==> src/rtl/mux_oht_pkg.sv <==
// Shared helpers for the pipelined one-hot mux: tree depth and the
// per-group "more than one select bit set" test.
package mux_oht_pkg;

    function automatic int clog_base(input int width, input int split);
        int lvl;
        int span;
        lvl  = 0;
        span = 1;
        while (span < width) begin
            span = span * split;
            lvl++;
        end
        return lvl;
    endfunction

    // Callers zero-extend their group to 64 bits, so SPLIT is limited to 64.
    function automatic logic onehot_multi(input logic [63:0] vec);
        return (vec & (vec - 64'd1)) != 64'd0;
    endfunction

endpackage

==> src/rtl/mux_oht_stage.sv <==
// One pipeline stage: NLEV reduction levels of a SPLIT-ary one-hot mux tree
// followed by a valid/ready register holding data, select and multi-hot flag.
module mux_oht_stage
    import mux_oht_pkg::*;
#(
    parameter type DAT_T          = logic [7:0],
    parameter int  N_IN           = 32,
    parameter int  SPLIT          = 2,
    parameter int  NLEV           = 1,
    parameter int  IMPLEMENTATION = 0,
    localparam int N_OUT          = N_IN / (SPLIT ** NLEV)
) (
    input  logic                  clk,
    input  logic                  rst_n,
    input  logic                  in_vld,
    output logic                  in_rdy,
    input  DAT_T [0:N_IN-1]       in_dat,
    input  logic [N_IN-1:0]       in_sel,
    input  logic                  in_mul,
    output logic                  out_vld,
    input  logic                  out_rdy,
    output DAT_T [0:N_OUT-1]      out_dat,
    output logic [N_OUT-1:0]      out_sel,
    output logic                  out_mul
);

    for (genvar l = 0; l <= NLEV; l++) begin : lv
        localparam int N = N_IN / (SPLIT ** l);
        DAT_T [0:N-1] dat;
        logic [N-1:0] sel;
        logic         mul;

        if (l == 0) begin : g_in
            assign dat = in_dat;
            assign sel = in_sel;
            assign mul = in_mul;
        end else begin : g_red
            always_comb begin
                dat = '0;
                sel = '0;
                mul = lv[l-1].mul;
                for (int g = 0; g < N; g++) begin
                    for (int j = 0; j < SPLIT; j++) begin
                        // Both styles give the OR of selected entries; 1 maps to AND-OR gates directly.
                        if (IMPLEMENTATION == 0) begin
                            if (lv[l-1].sel[g*SPLIT+j])
                                dat[g] = dat[g] | lv[l-1].dat[g*SPLIT+j];
                        end else begin
                            dat[g] = dat[g] | (lv[l-1].dat[g*SPLIT+j]
                                     & {$bits(DAT_T){lv[l-1].sel[g*SPLIT+j]}});
                        end
                        sel[g] = sel[g] | lv[l-1].sel[g*SPLIT+j];
                    end
                    mul = mul | onehot_multi(64'(lv[l-1].sel[g*SPLIT +: SPLIT]));
                end
            end
        end
    end

    assign in_rdy = !out_vld | out_rdy;

    always_ff @(posedge clk or negedge rst_n) begin
        if (!rst_n) begin
            out_vld <= 1'b0;
            out_dat <= '0;
            out_sel <= '0;
            out_mul <= 1'b0;
        end else if (in_rdy) begin
            out_vld <= in_vld;
            out_dat <= lv[NLEV].dat;
            out_sel <= lv[NLEV].sel;
            out_mul <= lv[NLEV].mul;
        end
    end

endmodule

==> src/rtl/mux_oht_pipe.sv <==
// Pipelined one-hot mux: WIDTH entries reduced through a SPLIT-ary tree,
// registered every PIPE levels, with non-one-hot select detection.
module mux_oht_pipe
    import mux_oht_pkg::*;
#(
    parameter type DAT_T          = logic [8-1:0],
    parameter int  WIDTH          = 32,
    parameter int  SPLIT          = 2,
    parameter int  PIPE           = 1,
    parameter int  IMPLEMENTATION = 0,
    localparam int LEVELS         = clog_base(WIDTH, SPLIT),
    localparam int LATENCY        = (LEVELS + PIPE - 1) / PIPE
) (
    input  logic                clk,
    input  logic                rst_n,
    input  logic                src_vld,
    output logic                src_rdy,
    input  logic [WIDTH-1:0]    src_oht,
    input  DAT_T [0:WIDTH-1]    src_ary,
    output logic                dst_vld,
    input  logic                dst_rdy,
    output DAT_T                dst_dat,
    output logic                dst_err
);

    localparam int NPAD = SPLIT ** LEVELS;

    DAT_T [0:NPAD-1] pad_dat;
    logic [NPAD-1:0] pad_sel;

    always_comb begin
        pad_dat = '0;
        for (int i = 0; i < WIDTH; i++) pad_dat[i] = src_ary[i];
    end

    assign pad_sel = NPAD'(src_oht);

    for (genvar k = 0; k < LATENCY; k++) begin : st
        localparam int NI = NPAD / (SPLIT ** (k * PIPE));
        // The last stage takes whatever levels remain.
        localparam int NL = (LEVELS - k * PIPE < PIPE) ? (LEVELS - k * PIPE) : PIPE;
        localparam int NO = NI / (SPLIT ** NL);

        logic          i_vld, i_rdy, i_mul;
        DAT_T [0:NI-1] i_dat;
        logic [NI-1:0] i_sel;
        logic          o_vld, o_rdy, o_mul;
        DAT_T [0:NO-1] o_dat;
        logic [NO-1:0] o_sel;

        if (k == 0) begin : g_first
            assign i_vld = src_vld;
            assign i_dat = pad_dat;
            assign i_sel = pad_sel;
            assign i_mul = 1'b0;
        end else begin : g_chain
            assign i_vld = st[k-1].o_vld;
            assign i_dat = st[k-1].o_dat;
            assign i_sel = st[k-1].o_sel;
            assign i_mul = st[k-1].o_mul;
        end

        if (k == LATENCY - 1) begin : g_last
            assign o_rdy = dst_rdy;
        end else begin : g_mid
            assign o_rdy = st[k+1].i_rdy;
        end

        mux_oht_stage #(
            .DAT_T          (DAT_T),
            .N_IN           (NI),
            .SPLIT          (SPLIT),
            .NLEV           (NL),
            .IMPLEMENTATION (IMPLEMENTATION)
        ) u_stage (
            .clk     (clk),
            .rst_n   (rst_n),
            .in_vld  (i_vld),
            .in_rdy  (i_rdy),
            .in_dat  (i_dat),
            .in_sel  (i_sel),
            .in_mul  (i_mul),
            .out_vld (o_vld),
            .out_rdy (o_rdy),
            .out_dat (o_dat),
            .out_sel (o_sel),
            .out_mul (o_mul)
        );
    end

    assign src_rdy = st[0].i_rdy;
    assign dst_vld = st[LATENCY-1].o_vld;
    assign dst_dat = st[LATENCY-1].o_dat[0];
    // Gated by valid so an empty output stage never reports an error.
    assign dst_err = st[LATENCY-1].o_vld & (st[LATENCY-1].o_mul | ~st[LATENCY-1].o_sel[0]);

endmodule

==> config.mk <==
export PLATFORM = sky130hd
export DESIGN_NAME = mux_oht_pipe
export DESIGN_NICKNAME = d
export VERILOG_FILES = /design/src/rtl/mux_oht_pkg.sv /design/src/rtl/mux_oht_stage.sv /design/src/rtl/mux_oht_pipe.sv
export SDC_FILE = /design/constraint.sdc
export NUM_CORES = 1
export LEC_CHECK = 0
export ABC_AREA = 1
export BUFFER_PORTS_ARGS = -buffer_cell sky130_fd_sc_hd__buf_2
export CAP_MARGIN = 20
export CORE_MARGIN = 1
export CORE_UTILIZATION = 45
export DETAILED_ROUTE_END_ITERATION = 16
export GPL_ROUTABILITY_DRIVEN = 0
export PLACE_DENSITY = 0.68
export SLEW_MARGIN = 20
export SYNTH_ARGS = -nofsm -noshare
export SYNTH_HDL_FRONTEND = slang
export SYNTH_SLANG_ARGS = --single-unit
==> constraint.sdc <==
create_clock -name clk -period 1.5 [get_ports clk]
set_input_delay 0.3 -clock clk [delete_from_list [all_inputs] [get_ports clk]]
set_output_delay 0.3 -clock clk [all_outputs]
set_load 0.03 [all_outputs]
==> flow_summary_export.csv, run 1 <==
group,metric,value,unit
setup_path,crit_arrival,1510,ps
synthesis,synth_cell_types,22,
worst_hold_path,hold_path.class,"in -> reg",
clocking,clk_pin_slew,60,ps
setup_path,critPathCaptureType,"output port",
clocking,h-tree-depth,1,
sta,timing.final.crit_share,121,%
setup_path,crit_type,"reg -> out",
sta,setup_viol,242,
finish,layout_common_cells,"nand2_1 (399), buf_2 (298), dfrtp_1 (288), inv_1 (220), o21ai_1 (167)",
clocking,root_buffer,"clkbuf_16",
synthesis,yosys_warnings,0,
synthesis,netlist_instances,1569,
sta,slew_headroom,71.6,%
place,post-place-ws,-168,ps
status,run_status,"finished, violations left",
power_and_ir_drop,ir_drop,0.886,mV
floorplanning,die_y,175,um
sta,hold_violations,0,
synthesis,yosysTopAreaCell,"dfrtp_1",
sta,fin_crit,1810,ps
finish,drive_gt1_share,21.8,%
routing,drt-pass1-iter-count,5,
finish,antennaDiodeCount,0,
routing,drtIter0Drc,738,
grt,grt_pass1_wl,57000,um
floorplanning,dieWidth,175,um
clocking,clk_latency,540,ps
synthesis,synth_seq_cells,289,
power_and_ir_drop,p_leak,0.00892,uW
grt,antenna_found_initial,0,
status,violations,"setup timing",
sta,clock_skew,12.1,ps
grt,grt_pass1_vias,11600,
finish,final_common_cell,"nand2_1",
finish,final_net_count,2156,
setup_path,crit_chain,"nand4_4 -> nor2_4 -> nand2_8 -> buf_6",
clocking,cts-buffers-inserted,30,
place,dp_hpwl,24900,um
routing,ant_nets,0,
place,place_inst,2197,
routing,drc,0,
setup_path,cp_slowest_cell,"dfrtp_1",
clocking,ctsLongestPathBuffers,3,
run,drv_cap,0,
sta,tightest_slew,426,ps
setup_path,max_stage_delay,420,ps
floorplanning,coreArea,29000,um^2
sta,final.setup.worst_slack,-308,ps
finish,area_growth,25.5,%
finish,stdcell_count,2268,
synthesis,ys_seq_area_share,54.0,%
grt,track_usage,22.9,%
clocking,cts.sinks,289,
sta,fmax,553,MHz
clocking,cts_tree,"done",
floorplanning,boundaryPins,303,
routing,viasPerCell,5.24,
grt,overflow,0,
power_and_ir_drop,power.density,1370,nW/um^2
routing,routed_wirelength,35900,um
floorplanning,initial_utilization,46.2,%
synthesis,synthTopCellsByArea,"dfrtp_1 (54%), nand2_1 (11%), a22o_1 (8.4%)",
place,port_buffers,302,
synthesis,synth_top_area_share,54.0,%
floorplanning,fp.dieArea,30500,um^2
synthesis,synth_area,13400,um^2
floorplanning,rows,62,
sta,slew_violations,0,
routing,via_count,11900,
setup_path,start_kind,"flop",
synthesis,synth_nets,1861,
setup_path,critPathMaxFanout,2,
routing,wire_per_inst,15.8,um
grt,grt_max_degree,74,
finish,fillCellCount,2700,
setup_path,crit_required,1200,ps
synthesis,syn-mean-instance-area,8.54,um^2
sta,rsz0062_at_grt,"true",
-- power by group --
group	total (uW)	switching [uW]	leakage (uW)	internal [uW]
sequential	10300	790	0.00333	9480
clock	6970	2890	0.000449	4070
combinational	5840	3560	0.00514	2280
-- what timing repair did --
item | 4_1_cts | 5_1_grt
buffers inserted | 4 | 4
gates cloned | 3 | 8
pin swaps | 2 | 1
hold endpoints to repair | 252 | 0
hold buffers | 2 | 0
gates resized for setup | 21 | 36
endpoints found under the setup margin | 76 | 254
-- cell usage after synthesis --
| cell | number |
|---|---|
| a21oi_1 | 6 |
| clkbuf_1 | 58 |
| o21ai_1 | 142 |
| nor2_4 | 1 |
| inv_1 | 220 |
| o22ai_1 | 96 |
| nand2_2 | 1 |
| clkinv_1 | 8 |
| nor2_1 | 35 |
| o21ai_0 | 91 |
| nand4_1 | 1 |
| inv_2 | 1 |
| a31oi_1 | 29 |
| or2_2 | 1 |
| nand2_1 | 399 |
| buf_1 | 6 |
| nand3_1 | 19 |
| a21boi_0 | 1 |
| buf_2 | 36 |
| dfrtp_1 | 289 |
| a22o_1 | 128 |
| nand4_4 | 1 |
-- final timing paths --
kind,startpoint,end,slack [ps],cells past startpoint
worst max register to register,st[2].u_stage.out_vld$_DFFE_PN0P_,st[1].u_stage.out_dat[2]$_DFFE_PN0P_,-240,10
worst min register to register,st[2].u_stage.out_dat[1]$_DFFE_PN0P_,st[2].u_stage.out_dat[1]$_DFFE_PN0P_,480,2
worst min-delay path,src_ary[6],st[0].u_stage.out_dat[6]$_DFFE_PN0P_,80,4
worst max-delay path,st[2].u_stage.out_vld$_DFFE_PN0P_,src_rdy,-310,4
max in group asynchronous,rst_n,st[0].u_stage.out_dat[49]$_DFFE_PN0P_,690,4
min in group asynchronous,rst_n,st[0].u_stage.out_dat[122]$_DFFE_PN0P_,200,2
-- registers in the layout, indices dropped and copies added, names as in the netlist --
signal / cells
st.u_stage.out_dat: 248
st.u_stage.out_mul: 5
st.u_stage.out_sel: 31
st.u_stage.out_vld: 5
-- per-layer routing --
metal | part of all wire (%) | GRT usage (%) | up-vias
li1 | - | - | 5819
met1 | 45 | 32.3 | 5700
met2 | 48 | 38.5 | 325
met3 | 4.9 | 2.30 | 33
met4 | 1.3 | 4.42 | 0
met5 | 0 | 0 | -
-- metrics by stage --
step                hold WS, ps  cell area [um^2]  util (%)  TNS, ps  power (uW)
floorplan                  4.41             13400         -    -20.7       13800
global placement            170             15500      53.3   -10310       15600
detailed placement          170             15500      53.3   -15440       15800
CTS                        68.3             16600      57.1   -18410       23000
global route               95.1             16800      57.9   -36520       24400
finish                     81.1             16800      57.9   -19660       23100
-- worst max-delay path: cells and delay by family, from the launching register on --
| kind | cells | cell delay (ps) |
|---|---|---|
| flip-flops | 1 | 420 |
| AND/OR/NAND/NOR | 3 | 390 |
| buffers and inverters | 1 | 140 |
-- logic make-up after synthesis --
kind of cell	synth area share, %
AO/OA/AOI/OAI	23.2
AND/OR/NAND/NOR	13.3
buffers and inverters	9.56
flip-flops	54.0
-- final cells by class --
| cell class | count | area, um^2 | share of cell area [%] |
|---|---|---|---|
| timing repair buffer | 363 | 2380 | 14.2 |
| sequential | 289 | 7230 | 43.0 |
| tap | 384 | 480 | 2.86 |
| clock buffer | 50 | 907 | 5.40 |
| multi-input combinational | 951 | 4920 | 29.3 |
| inverter | 229 | 867 | 5.16 |
| clock inverter | 2 | 13.8 | 0.0819 |
Power figures use the tool's default switching activity.
==> run 2, diff against run 1 <==
Settings changed: CTS_BUF_LIST set to sky130_fd_sc_hd__clkbuf_8 sky130_fd_sc_hd__clkbuf_16.
==> flow_summary_export.csv, run 2 (synthesis results as in run 1) <==
group,metric,value,unit
floorplanning,dieWidth,175,um
setup_path,r2r-start,"st[2].u_stage.out_vld$_DFFE_PN0P_",
place,place_area,15500,um^2
grt,grt_max_degree,74,
worst_hold_path,min_to,"st[0].u_stage.out_dat[6]$_DFFE_PN0P_",
sta,slew_violations,0,
floorplanning,boundaryPins,303,
floorplanning,rows,62,
status,violations,"setup timing",
setup_path,crit_arrival,1510,ps
floorplanning,coreArea,29000,um^2
worst_hold_path,min_path_cells,4,
routing,wl_met2,17300,um
sta,fin_crit,1810,ps
clocking,cts-buffers-inserted,30,
finish,final_cell_area,16800,um^2
setup_path,rr_endpoint,"st[1].u_stage.out_dat[2]$_DFFE_PN0P_",
sta,final.setup.worst_slack,-309,ps
routing,viasPerCell,5.23,
setup_path,max_stage_delay,420,ps
routing,drc,0,
finish,final_common_cell,"nand2_1",
sta,hold_violations,0,
setup_path,crit_type,"reg -> out",
routing,top_layer,"met4",
finish,layout_common_cells,"nand2_1 (399), buf_2 (298), dfrtp_1 (288), inv_1 (233), o21ai_1 (167)",
setup_path,r2r_slack,-230,ps
floorplanning,die_y,175,um
routing,drt-pass1-iter-count,5,
place,dp_hpwl,24900,um
grt,overflow,0,
power_and_ir_drop,ir_drop,0.884,mV
floorplanning,fp.dieArea,30500,um^2
sta,clock_skew,9.90,ps
run,drv_cap,0,
finish,final_util,57.9,%
clocking,cts.sinks,289,
routing,ant_nets,0,
power_and_ir_drop,p_leak,0.00897,uW
routing,via_count,11900,
clocking,clk_latency,540,ps
finish,largestRegisters,"st.u_stage.out_dat: 248 flops, st.u_stage.out_sel: 31 flops",
grt,antenna_found_initial,0,
worst_hold_path,hold_start,"src_ary[6]",
setup_path,start_kind,"flop",
grt,track_usage,22.9,%
clocking,root_buffer,"clkbuf_16",
finish,drive_gt1_share,21.8,%
routing,wl_met3,1720,um
status,run_status,"finished, violations left",
finish,area_growth,25.4,%
sta,tightest_slew,426,ps
routing,wl_met1,16500,um
setup_path,cp_slowest_cell,"dfrtp_1",
finish,antennaDiodeCount,0,
routing,routed_wirelength,36000,um
clocking,ctsLongestPathBuffers,3,
power_and_ir_drop,power.density,1370,nW/um^2
routing,drtIter0Drc,732,
finish,largest_reg_flops,248,
setup_path,crit_required,1200,ps
routing,wire_per_inst,15.9,um
worst_hold_path,hold_path.class,"in -> reg",
finish,top_register,"st.u_stage.out_dat",
setup_path,reg2regPathDepth,10,
floorplanning,initial_utilization,46.2,%
clocking,h-tree-depth,1,
sta,timing.final.crit_share,121,%
grt,grt_pass1_vias,11600,
clocking,clk_pin_slew,60,ps
place,port_buffers,302,
sta,setup_viol,241,
sta,slew_headroom,71.6,%
setup_path,critPathCaptureType,"output port",
grt,grt_pass1_wl,57000,um
sta,rsz0062_at_grt,"true",
finish,final_net_count,2156,
setup_path,crit_chain,"nand4_4 -> nor2_4 -> nand2_8 -> buf_6",
place,post-place-ws,-168,ps
sta,fmax,553,MHz
setup_path,critPathMaxFanout,2,
clocking,cts_tree,"done",
==> run 2: how the worst max path moves through the flow <==
| stage | startpoint | to | slack [ps] | cells after the start |
|---|---|---|---|---|
| 3_3_place_gp | dst_rdy | st[0].u_stage.out_sel[1]$_DFFE_PN0P_ | -110 | 8 |
| 5_1_grt | st[2].u_stage.out_vld$_DFFE_PN0P_ | src_rdy | -350 | 4 |
| 3_5_place_dp | dst_rdy | st[1].u_stage.out_dat[13]$_DFFE_PN0P_ | -170 | 8 |
| 4_1_cts | st[2].u_stage.out_vld$_DFFE_PN0P_ | src_rdy | -340 | 4 |
| 2_1_floorplan | st[4].u_stage.out_vld$_DFFE_PN0P_ | src_rdy | -20 | 5 |
| 6_report | st[2].u_stage.out_vld$_DFFE_PN0P_ | src_rdy | -310 | 4 |
==> run 2: where the power goes <==
part	leakage [uW]	switching (uW)	internal [uW]
combinational	0.00514	3560	2280
sequential	0.00333	788	9480
clock	0.000503	2900	3980
==> run 2: worst max-delay path, delay by kind of cell, from the launching register on <==
kind | cells | cell delay (ps)
AND/OR/NAND/NOR | 3 | 400
flip-flops | 1 | 420
buffers and inverters | 1 | 140
==> run 2: repair_timing <==
item	4_1_cts	5_1_grt
setup buffers	4	4
endpoints found under the setup margin	76	254
cloned	3	8
pin swaps	2	1
hold buffers	2	0
resized for setup	21	35
endpoints found under the hold margin	252	0
==> run 2: layer usage <==
layer | global-route usage (%) | up-vias
li1 | - | 5830
met1 | 32.3 | 5695
met2 | 38.6 | 309
met3 | 2.30 | 35
met4 | 4.42 | 0
met5 | 0 | -
==> run 2: stage by stage <==
step                      instances  power (uW)  TNS, ps  hold slack [ps]
final                          2268       23000   -19920             81.6
after global routing           2268       24300   -36270             94.8
after CTS                      2258       22900   -18410             68.1
after detailed placement       2197       15800   -15440              170
after global placement         2197       15600   -10310              170
after floorplan                1569       13800    -20.7             4.41
==> run 2: cell type report <==
type	instances	area [um^2]
clock buffers	37	858
multi-input cells	951	4920
fillers	2698	12200
inverters	229	867
well taps	384	480
clock inverters	15	62.6
flip-flops and latches	289	7230
repair buffers	363	2380
